`src/rtl/booth_pkg.sv`:
```
// ----------------------------------------------------------------------------
// booth_pkg
// Shared types and helpers for the radix-4 Booth multiplier slice.
//   state_t  : controller states (IDLE, EXEC, DONE)
//   recode_t : radix-4 Booth partial-product selection
//   steps()  : number of radix-4 steps needed for a given operand width
// ----------------------------------------------------------------------------
package booth_pkg;

  typedef enum logic [1:0] {
    IDLE,
    EXEC,
    DONE
  } state_t;

  typedef enum logic [2:0] {
    PP_ZERO,
    PP_POS1,
    PP_POS2,
    PP_NEG1,
    PP_NEG2
  } recode_t;

  // Operands are widened by two bits, so one extra step covers the
  // extension bits.
  function automatic int steps(input int width);
    return width / 2 + 1;
  endfunction

endpackage

```
`src/rtl/booth_r4_multiplier_if.sv`:
```
// ----------------------------------------------------------------------------
// booth_r4_multiplier_if
// Operation handshake and operand/result bus of the radix-4 Booth multiplier.
//   op_start     : start request (controller -> multiplier)
//   op_clear     : synchronous return to IDLE (controller -> multiplier)
//   op_signed    : 1 = two's-complement operands, 0 = unsigned
//   multiplier   : operand B, WIDTH bits
//   multiplicand : operand A, WIDTH bits
//   op_busy      : high while an operation executes
//   op_done      : high while a finished product is held
//   result       : 2*WIDTH-bit product, valid while op_done is high
// The master modport is used by the controller, the slave modport by the
// multiplier.
// ----------------------------------------------------------------------------
interface booth_r4_multiplier_if #(
  parameter int WIDTH = 64
);

  logic                 op_start;
  logic                 op_clear;
  logic                 op_signed;
  logic [WIDTH-1:0]     multiplier;
  logic [WIDTH-1:0]     multiplicand;
  logic                 op_busy;
  logic                 op_done;
  logic [2*WIDTH-1:0]   result;

  modport master (
    output op_start, op_clear, op_signed, multiplier, multiplicand,
    input  op_busy, op_done, result
  );

  modport slave (
    input  op_start, op_clear, op_signed, multiplier, multiplicand,
    output op_busy, op_done, result
  );

endinterface

```
`src/rtl/booth_r4_recoder.sv`:
```
// ----------------------------------------------------------------------------
// booth_r4_recoder
// Combinational radix-4 Booth recoder.
//   triplet : {b[2i+1], b[2i], b[2i-1]} of the multiplier
//   code    : partial-product selection {0, +A, +2A, -A, -2A}
// ----------------------------------------------------------------------------
module booth_r4_recoder
  import booth_pkg::*;
(
  input  logic [2:0] triplet,
  output recode_t    code
);

  // Standard radix-4 table: the triplet's value is -2*b1 + b0 + b(-1).
  always_comb begin
    code = PP_ZERO;
    case (triplet)
      3'b001, 3'b010: code = PP_POS1;
      3'b011:         code = PP_POS2;
      3'b100:         code = PP_NEG2;
      3'b101, 3'b110: code = PP_NEG1;
      default:        code = PP_ZERO;
    endcase
  end

endmodule

```
`src/rtl/booth_r4_multiplier.sv`:
```
// ----------------------------------------------------------------------------
// booth_r4_multiplier
// Sequential radix-4 Booth multiplier retiring two multiplier bits per cycle.
// The operands are extended to WIDTH+2 bits (signed or unsigned per
// op_signed) and the product is ready WIDTH/2+1 cycles after start.
//   clk    : rising-edge clock
//   reset  : synchronous, active-high reset
//   bus    : booth_r4_multiplier_if.slave (handshake, operands, result)
// Optional build macro BOOTH_EARLY_TERM_EN: finish as soon as the
// unconsumed multiplier bits are all-zero or all-one, shifting the
// remaining distance in one cycle. Results are identical either way.
// ----------------------------------------------------------------------------
module booth_r4_multiplier
  import booth_pkg::*;
#(
  parameter int WIDTH = 64
) (
  input  logic                   clk,
  input  logic                   reset,
  booth_r4_multiplier_if.slave   bus
);

  localparam int IW = WIDTH + 2;
  localparam int N  = steps(WIDTH);
  localparam int CW = $clog2(N + 1);

  state_t             state, state_next;
  logic               load, step, finish, last_step;
  logic [IW:0]        acc;
  logic [IW-1:0]      mplr;
  logic [IW-1:0]      mcand;
  logic               q_m1;
  logic [CW-1:0]      count;
  logic [2*WIDTH-1:0] result_r;

  recode_t            code;
  logic [IW:0]        a_ext;
  logic [IW:0]        pp;
  logic [IW:0]        sum;
  logic [IW:0]        acc_next;
  logic [IW-1:0]      mplr_next;
  logic [2*WIDTH-1:0] prod_next;

  booth_r4_recoder u_recoder (
    .triplet ({mplr[1:0], q_m1}),
    .code    (code)
  );

  assign a_ext = {mcand[IW-1], mcand};

  always_comb begin
    pp = '0;
    case (code)
      PP_POS1: pp = a_ext;
      PP_POS2: pp = a_ext << 1;
      PP_NEG1: pp = -a_ext;
      PP_NEG2: pp = -(a_ext << 1);
      default: pp = '0;
    endcase
  end

  // One step: add the partial product, then arithmetic-shift the
  // {acc, mplr, q(-1)} chain right by two.
  assign sum       = acc + pp;
  assign acc_next  = {{2{sum[IW]}}, sum[IW:2]};
  assign mplr_next = {sum[1:0], mplr[IW-1:2]};
  assign last_step = (count == CW'(N - 1));

`ifdef BOOTH_EARLY_TERM_EN
  logic [IW-1:0] mplr_orig;
  logic [IW-1:0] window;
  logic [2*IW:0] shifted;
  logic          uniform;

  // After step k the unconsumed bits are mplr_orig[IW-1:2k-1]; if they
  // are uniform every remaining recode is zero, so only shifts remain.
  always_comb begin
    window  = IW'($signed(mplr_orig) >>> (2 * (int'(count) + 1) - 1));
    uniform = (window == '0) || (&window);
    finish  = last_step || uniform;
    shifted = $signed({acc_next, mplr_next}) >>> (2 * (N - (int'(count) + 1)));
    prod_next = shifted[2*WIDTH-1:0];
  end

  always_ff @(posedge clk) begin
    if (reset) begin
      mplr_orig <= '0;
    end else if (load) begin
      mplr_orig <= bus.op_signed ? {{2{bus.multiplier[WIDTH-1]}}, bus.multiplier}
                                 : {2'b00, bus.multiplier};
    end
  end
`else
  assign finish    = last_step;
  assign prod_next = {acc_next[WIDTH-3:0], mplr_next};
`endif

  // State register.
  always_ff @(posedge clk) begin
    if (reset) begin
      state <= IDLE;
    end else begin
      state <= state_next;
    end
  end

  // Next state and datapath strobes; op_clear outranks op_start.
  always_comb begin
    state_next = state;
    load       = 1'b0;
    step       = 1'b0;
    case (state)
      IDLE: begin
        if (!bus.op_clear && bus.op_start) begin
          state_next = EXEC;
          load       = 1'b1;
        end
      end
      EXEC: begin
        if (bus.op_clear) begin
          state_next = IDLE;
        end else begin
          step = 1'b1;
          if (finish) begin
            state_next = DONE;
          end
        end
      end
      DONE: begin
        if (bus.op_clear) begin
          state_next = IDLE;
        end
      end
      default: state_next = IDLE;
    endcase
  end

  // Datapath: latch extended operands on start, advance one step per cycle.
  always_ff @(posedge clk) begin
    if (reset) begin
      acc   <= '0;
      mplr  <= '0;
      mcand <= '0;
      q_m1  <= 1'b0;
      count <= '0;
    end else if (load) begin
      acc   <= '0;
      q_m1  <= 1'b0;
      count <= '0;
      mplr  <= bus.op_signed ? {{2{bus.multiplier[WIDTH-1]}}, bus.multiplier}
                             : {2'b00, bus.multiplier};
      mcand <= bus.op_signed ? {{2{bus.multiplicand[WIDTH-1]}}, bus.multiplicand}
                             : {2'b00, bus.multiplicand};
    end else if (step) begin
      acc   <= acc_next;
      mplr  <= mplr_next;
      q_m1  <= mplr[1];
      count <= count + 1'b1;
    end
  end

  // The result register only changes on DONE entry and is zero otherwise.
  always_ff @(posedge clk) begin
    if (reset || bus.op_clear) begin
      result_r <= '0;
    end else if (step && finish) begin
      result_r <= prod_next;
    end
  end

  assign bus.op_busy = (state == EXEC);
  assign bus.op_done = (state == DONE);
  assign bus.result  = result_r;

endmodule

```
`src/flat_wrapper.sv`:
```
// flat-port wrapper written by rule: the top's interface ports become plain ports
module booth_r4_multiplier_flat import booth_pkg::*;
#(
  parameter int WIDTH = 64
)
  (clk, reset, bus_op_start, bus_op_clear, bus_op_signed, bus_multiplier, bus_multiplicand, bus_op_busy, bus_op_done, bus_result);
  booth_r4_multiplier_if #(.WIDTH(WIDTH)) bus_i ();
  input  logic clk;
  input  logic reset;
  input wire logic [$bits(bus_i.op_start)-1:0] bus_op_start;
  input wire logic [$bits(bus_i.op_clear)-1:0] bus_op_clear;
  input wire logic [$bits(bus_i.op_signed)-1:0] bus_op_signed;
  input wire logic [$bits(bus_i.multiplier)-1:0] bus_multiplier;
  input wire logic [$bits(bus_i.multiplicand)-1:0] bus_multiplicand;
  output wire logic [$bits(bus_i.op_busy)-1:0] bus_op_busy;
  output wire logic [$bits(bus_i.op_done)-1:0] bus_op_done;
  output wire logic [$bits(bus_i.result)-1:0] bus_result;
  assign bus_i.op_start = bus_op_start;
  assign bus_i.op_clear = bus_op_clear;
  assign bus_i.op_signed = bus_op_signed;
  assign bus_i.multiplier = bus_multiplier;
  assign bus_i.multiplicand = bus_multiplicand;
  assign bus_op_busy = bus_i.op_busy;
  assign bus_op_done = bus_i.op_done;
  assign bus_result = bus_i.result;
  booth_r4_multiplier #(.WIDTH(WIDTH)) u_core (.clk(clk), .reset(reset), .bus(bus_i));
endmodule
```
`config.mk`:
```
export PLATFORM = sky130hd
export DESIGN_NAME = booth_r4_multiplier_flat
export DESIGN_NICKNAME = d
export VERILOG_FILES = /design/src/rtl/booth_pkg.sv /design/src/rtl/booth_r4_multiplier_if.sv /design/src/rtl/booth_r4_recoder.sv /design/src/rtl/booth_r4_multiplier.sv /design/src/flat_wrapper.sv
export SDC_FILE = /design/constraint.sdc
export NUM_CORES = 1
export LEC_CHECK = 0
export CORE_MARGIN = 4
export CORE_UTILIZATION = 50
export CTS_CLUSTER_SIZE = 28
export DETAILED_ROUTE_END_ITERATION = 7
export PLACE_DENSITY_LB_ADDON = 0.2
export SYNTH_ARGS = -nofsm -noshare
export SYNTH_HDL_FRONTEND = slang
export SYNTH_SLANG_ARGS = --single-unit
```
`constraint.sdc`:
```
create_clock -name clk -period 5.3 [get_ports clk]
set_input_delay 1.06 -clock clk [delete_from_list [all_inputs] [get_ports clk]]
set_output_delay 1.06 -clock clk [all_outputs]
set_load 0.05 [all_outputs]
```
==> qor.csv <==
stage,metric,value,unit
global_route,remaining global-route overflow,0,
floorplanning,Vert. Die Dim,203,um
status,violated checks,setup timing,
setup_path,register-to-register setup slack,-0.31,ns
finish,non-filler cells in the finished layout,3645,
power_and_ir_drop,Net Sw Frac,27.8,%
place,placed wire-length estimate after detailed placement,48900,um
floorplanning,number of cell rows,71,
route,per-cell via count in the routed design,5.86,
sta,"Worst Setup Slack, final",-0.309,ns
sta,final period demand of the worst path,5.61,ns
clock_network,clock buffer depth,3,
route,routed wire length,69300,um
clock_network,worst skew pair latency,0.57,ns
setup_path,sort of element at the end of the critical path,register,
setup_path,Reg-to-Reg End,u_core.bus.result[127],
synthesis,async set-reset flop share out of synthesis,0,%
route,number of violations reported at the end of detailed-routing iteration 0,2160,
route,DRC,0,
global_route,All-Layer GR Usage,31.3,%
synthesis,most frequent cells after synthesis,"nand2_1, a21oi_1, dfxtp_1",
synthesis,number of enable-type register cells in the synthesized netlist,0,
setup_path,critical register-to-register path startpoint,u_core.mcand[0],
synthesis,post-synthesis register bit count,333,
clock_network,buffer cell driving the clock tree root,clkbuf_16,
finish,final antenna diode count,0,
sta,Worst Hold Slack,0.453,ns
synthesis,fraction of synthesized cell area taken by the top area cell type,35.1,%
synthesis,Mapped Cells,2640,
synthesis,synthesized area per cell,7.20,um^2
flow_run,max capacitance violation total,0,
power_and_ir_drop,design internal power,4770,uW
power_and_ir_drop,share of power burned in the clock network,42.3,%
synthesis,largest area contributor in the synthesized netlist,dfxtp_1,
clock_network,total CTS buffers,38,
clock_network,"Hold-fix buffers, CTS",0,
place,IO Port Bufs,262,
synthesis,"Seq/Total Area, Yosys",35.1,%
min_path,hold worst-path end,u_core.bus.result[3],
setup_path,startpoint-to-endpoint class of the critical path,reg -> reg,
synthesis,synthesized area,0.0190,mm^2
clock_network,Clock H-tree levels,2,
global_route,antenna violations before repair,1,
setup_path,R2R cell count,25,
power_and_ir_drop,PwrDens,243,mW/mm^2
sta,final clock period utilization by the worst path,106,%
finish,Final Net Count,3310,
clock_network,CTS sink count,333,
status,status,"complete, but fails checks",
synthesis,"Warnings, synthesis",0,
place,weighted congestion at the end of routability-driven global placement,1.01,
synthesis,Post-synth top flop,dfxtp_1,
sta,final-report max-slew violation count,0,
sta,skew final,0.0189,ns
finish,area delta synth->final,43.2,%
power_and_ir_drop,static power due to leakage,0.0105,uW
floorplanning,die area,0.0412,mm^2
finish,fraction of final layout cells sized beyond drive strength 1,21.4,%
global_route,first-pass GRT wire length,106000,um
sta,"Hold Vio Cnt, Final",0,
route,first drt pass iteration count,5,
power_and_ir_drop,Comb pwr share,18.0,%
power_and_ir_drop,IR Drop Worst-Case VDD,249,uV
synthesis,library cell with the highest instance count after synthesis,nand2_1,
floorplanning,core area,0.0376,mm^2
setup_path,slowest library cell on the worst path,or4_4,
sta,Slew Limit Headroom,27.4,%
place,cell count after placement,3532,
global_route,maximum number of pins on one net before global-route repair,93,
sta,Tightest Pin Transition,1.08,ns
synthesis,cells taking the most area after synthesis,"dfxtp_1, nand2_1, a21oi_1",
floorplanning,die outline width,203,um
global_route,number of global-route vias before repair,19800,
synthesis,Post-Synthesis Net Count,2843,
route,antenna-violating nets left,0,
setup_path,Crit path arrival time,6.06,ns
finish,"Core Util, Final",72.5,%
synthesis,Unique masters post-synth,68,
power_and_ir_drop,Switch Pwr,1840,uW
min_path,hold path startpoint,u_core.bus.result[3],
sta,setup repair after global routing missed its margin,true,
power_and_ir_drop,Final Power,6610,uW
setup_path,largest fanout on the critical path,4,
setup_path,peak per-stage delay on the critical path,0.47,ns
setup_path,data required time at the worst endpoint,5.75,ns
floorplanning,number of placed I/O pins,263,
sta,Max Fclk,178,MHz
route,vias after detailed routing,21400,
min_path,class of the tightest hold or removal check,reg -> reg,
route,Wirelength per Cell,19.0,um
setup_path,Most Frequent Cell on Critical Path,or3_4,
min_path,Min-Delay Path Depth,2,
sta,# setup viols final,39,
power_and_ir_drop,sequential power share,39.7,%
place,"worst slack, placed",-0.491,ns
clock_network,clock tree from TritonCTS,built,
clock_network,"CTS clk-pin slew, worst paths",0.06,ns
setup_path,kind of launch point of the worst setup path,register,
floorplanning,effective utilization at floorplan,50.6,%
-- how the worst max path moves through the flow --
stage                    startpoint                     end
floorplan           u_core.mcand[0]  u_core.bus.result[127]
global placement    u_core.mcand[0]  u_core.bus.result[127]
detailed placement  u_core.mcand[0]          u_core.acc[58]
CTS                 u_core.mcand[0]  u_core.bus.result[127]
global route        u_core.mcand[0]          u_core.acc[64]
finish              u_core.mcand[0]  u_core.bus.result[127]
-- timing repair --
action	4_1_cts	5_1_grt
gates resized for setup	112	163
endpoints found under the setup margin	58	72
setup buffers	28	23
pin swaps	64	85
-- per-stage QoR --
step           setup TNS (ns)  instance area [um^2]
6_report                -4.75                 27200
5_1_grt                -13.95                 27200
4_1_cts                 -1.06                 26200
2_1_floorplan          -0.200                 19200
3_5_place_dp           -15.70                 24200
3_3_place_gp            -8.91                 24200
-- logic make-up (layout without fill, tap and decap cells) --
logic type / after synthesis / count (layout) / share of synthesized area (%)
AO/OA/AOI/OAI: 784 / 784 / 24.5
XOR/XNOR: 151 / 151 / 6.96
adder cells (fa/ha/maj): 70 / 70 / 4.65
buffers and inverters: 239 / 733 / 4.80
flip-flops: 333 / 333 / 35.1
multiplexers: 13 / 13 / 0.737
AND/OR/NAND/NOR: 1050 / 1050 / 23.3
-- flip-flops by register name (all words and copies together) (netlist names) --
signal	flops
u_core.state	2
u_core.mcand	65
u_core.bus.result	128
u_core.q_m1	1
u_core.count	6
u_core.acc	65
u_core.mplr	66
-- metal layers --
metal  global-route usage, %  routed length (um)
met2                    49.3               31500
met4                    8.17                1640
met1                    44.2               30200
met3                    5.89                5960
met5                       0                  13
-- critical path, delay by kind of cell, from the launching register on --
| family | cells | cell delay [ns] |
|---|---|---|
| AND/OR/NAND/NOR | 13 | 2.68 |
| XOR/XNOR | 1 | 0.13 |
| AO/OA/AOI/OAI | 5 | 1.33 |
| adder cells (fa/ha/maj) | 2 | 0.40 |
| flip-flops | 1 | 0.33 |
| buffers and inverters | 4 | 0.61 |
-- layout by cell type (no fill, tap or decap), types with 21 or more instances in the layout --
master / Yosys / layout
ha_1: 69 / 54
nand4_1: 21 / 21
buf_4: 0 / 344
dfxtp_1: 333 / 331
buf_6: 1 / 25
clkbuf_16: 0 / 39
nor3_1: 61 / 51
a22oi_1: 77 / 75
a21oi_2: 0 / 41
xnor2_1: 86 / 68
nand3_1: 36 / 31
inv_1: 29 / 26
xor2_1: 65 / 59
clkdlybuf4s50_1: 0 / 261
a21o_1: 38 / 38
a21oi_1: 384 / 339
o22ai_1: 36 / 36
nand2_1: 650 / 634
nor2_1: 175 / 160
o21ai_0: 120 / 104
-- power groups by stage --
stage / registers [uW] / clock network (uW) / logic (uW)
after floorplan: 2660 / 0 / 576
after global placement: 2670 / 0 / 1020
after detailed placement: 2670 / 0 / 1040
after CTS: 2620 / 2830 / 1100
after global routing: 2630 / 2930 / 1270
final: 2620 / 2800 / 1190
-- cell type report --
type | instances | area, um^2
fillers | 2980 | 10300
clock buffers | 49 | 1050
multi-input cells | 2068 | 12900
well taps | 511 | 639
repair buffers | 636 | 5600
clock inverters | 18 | 263
flip-flops and latches | 333 | 6670
inverters | 30 | 113
(Power assumes the default switching activity.)
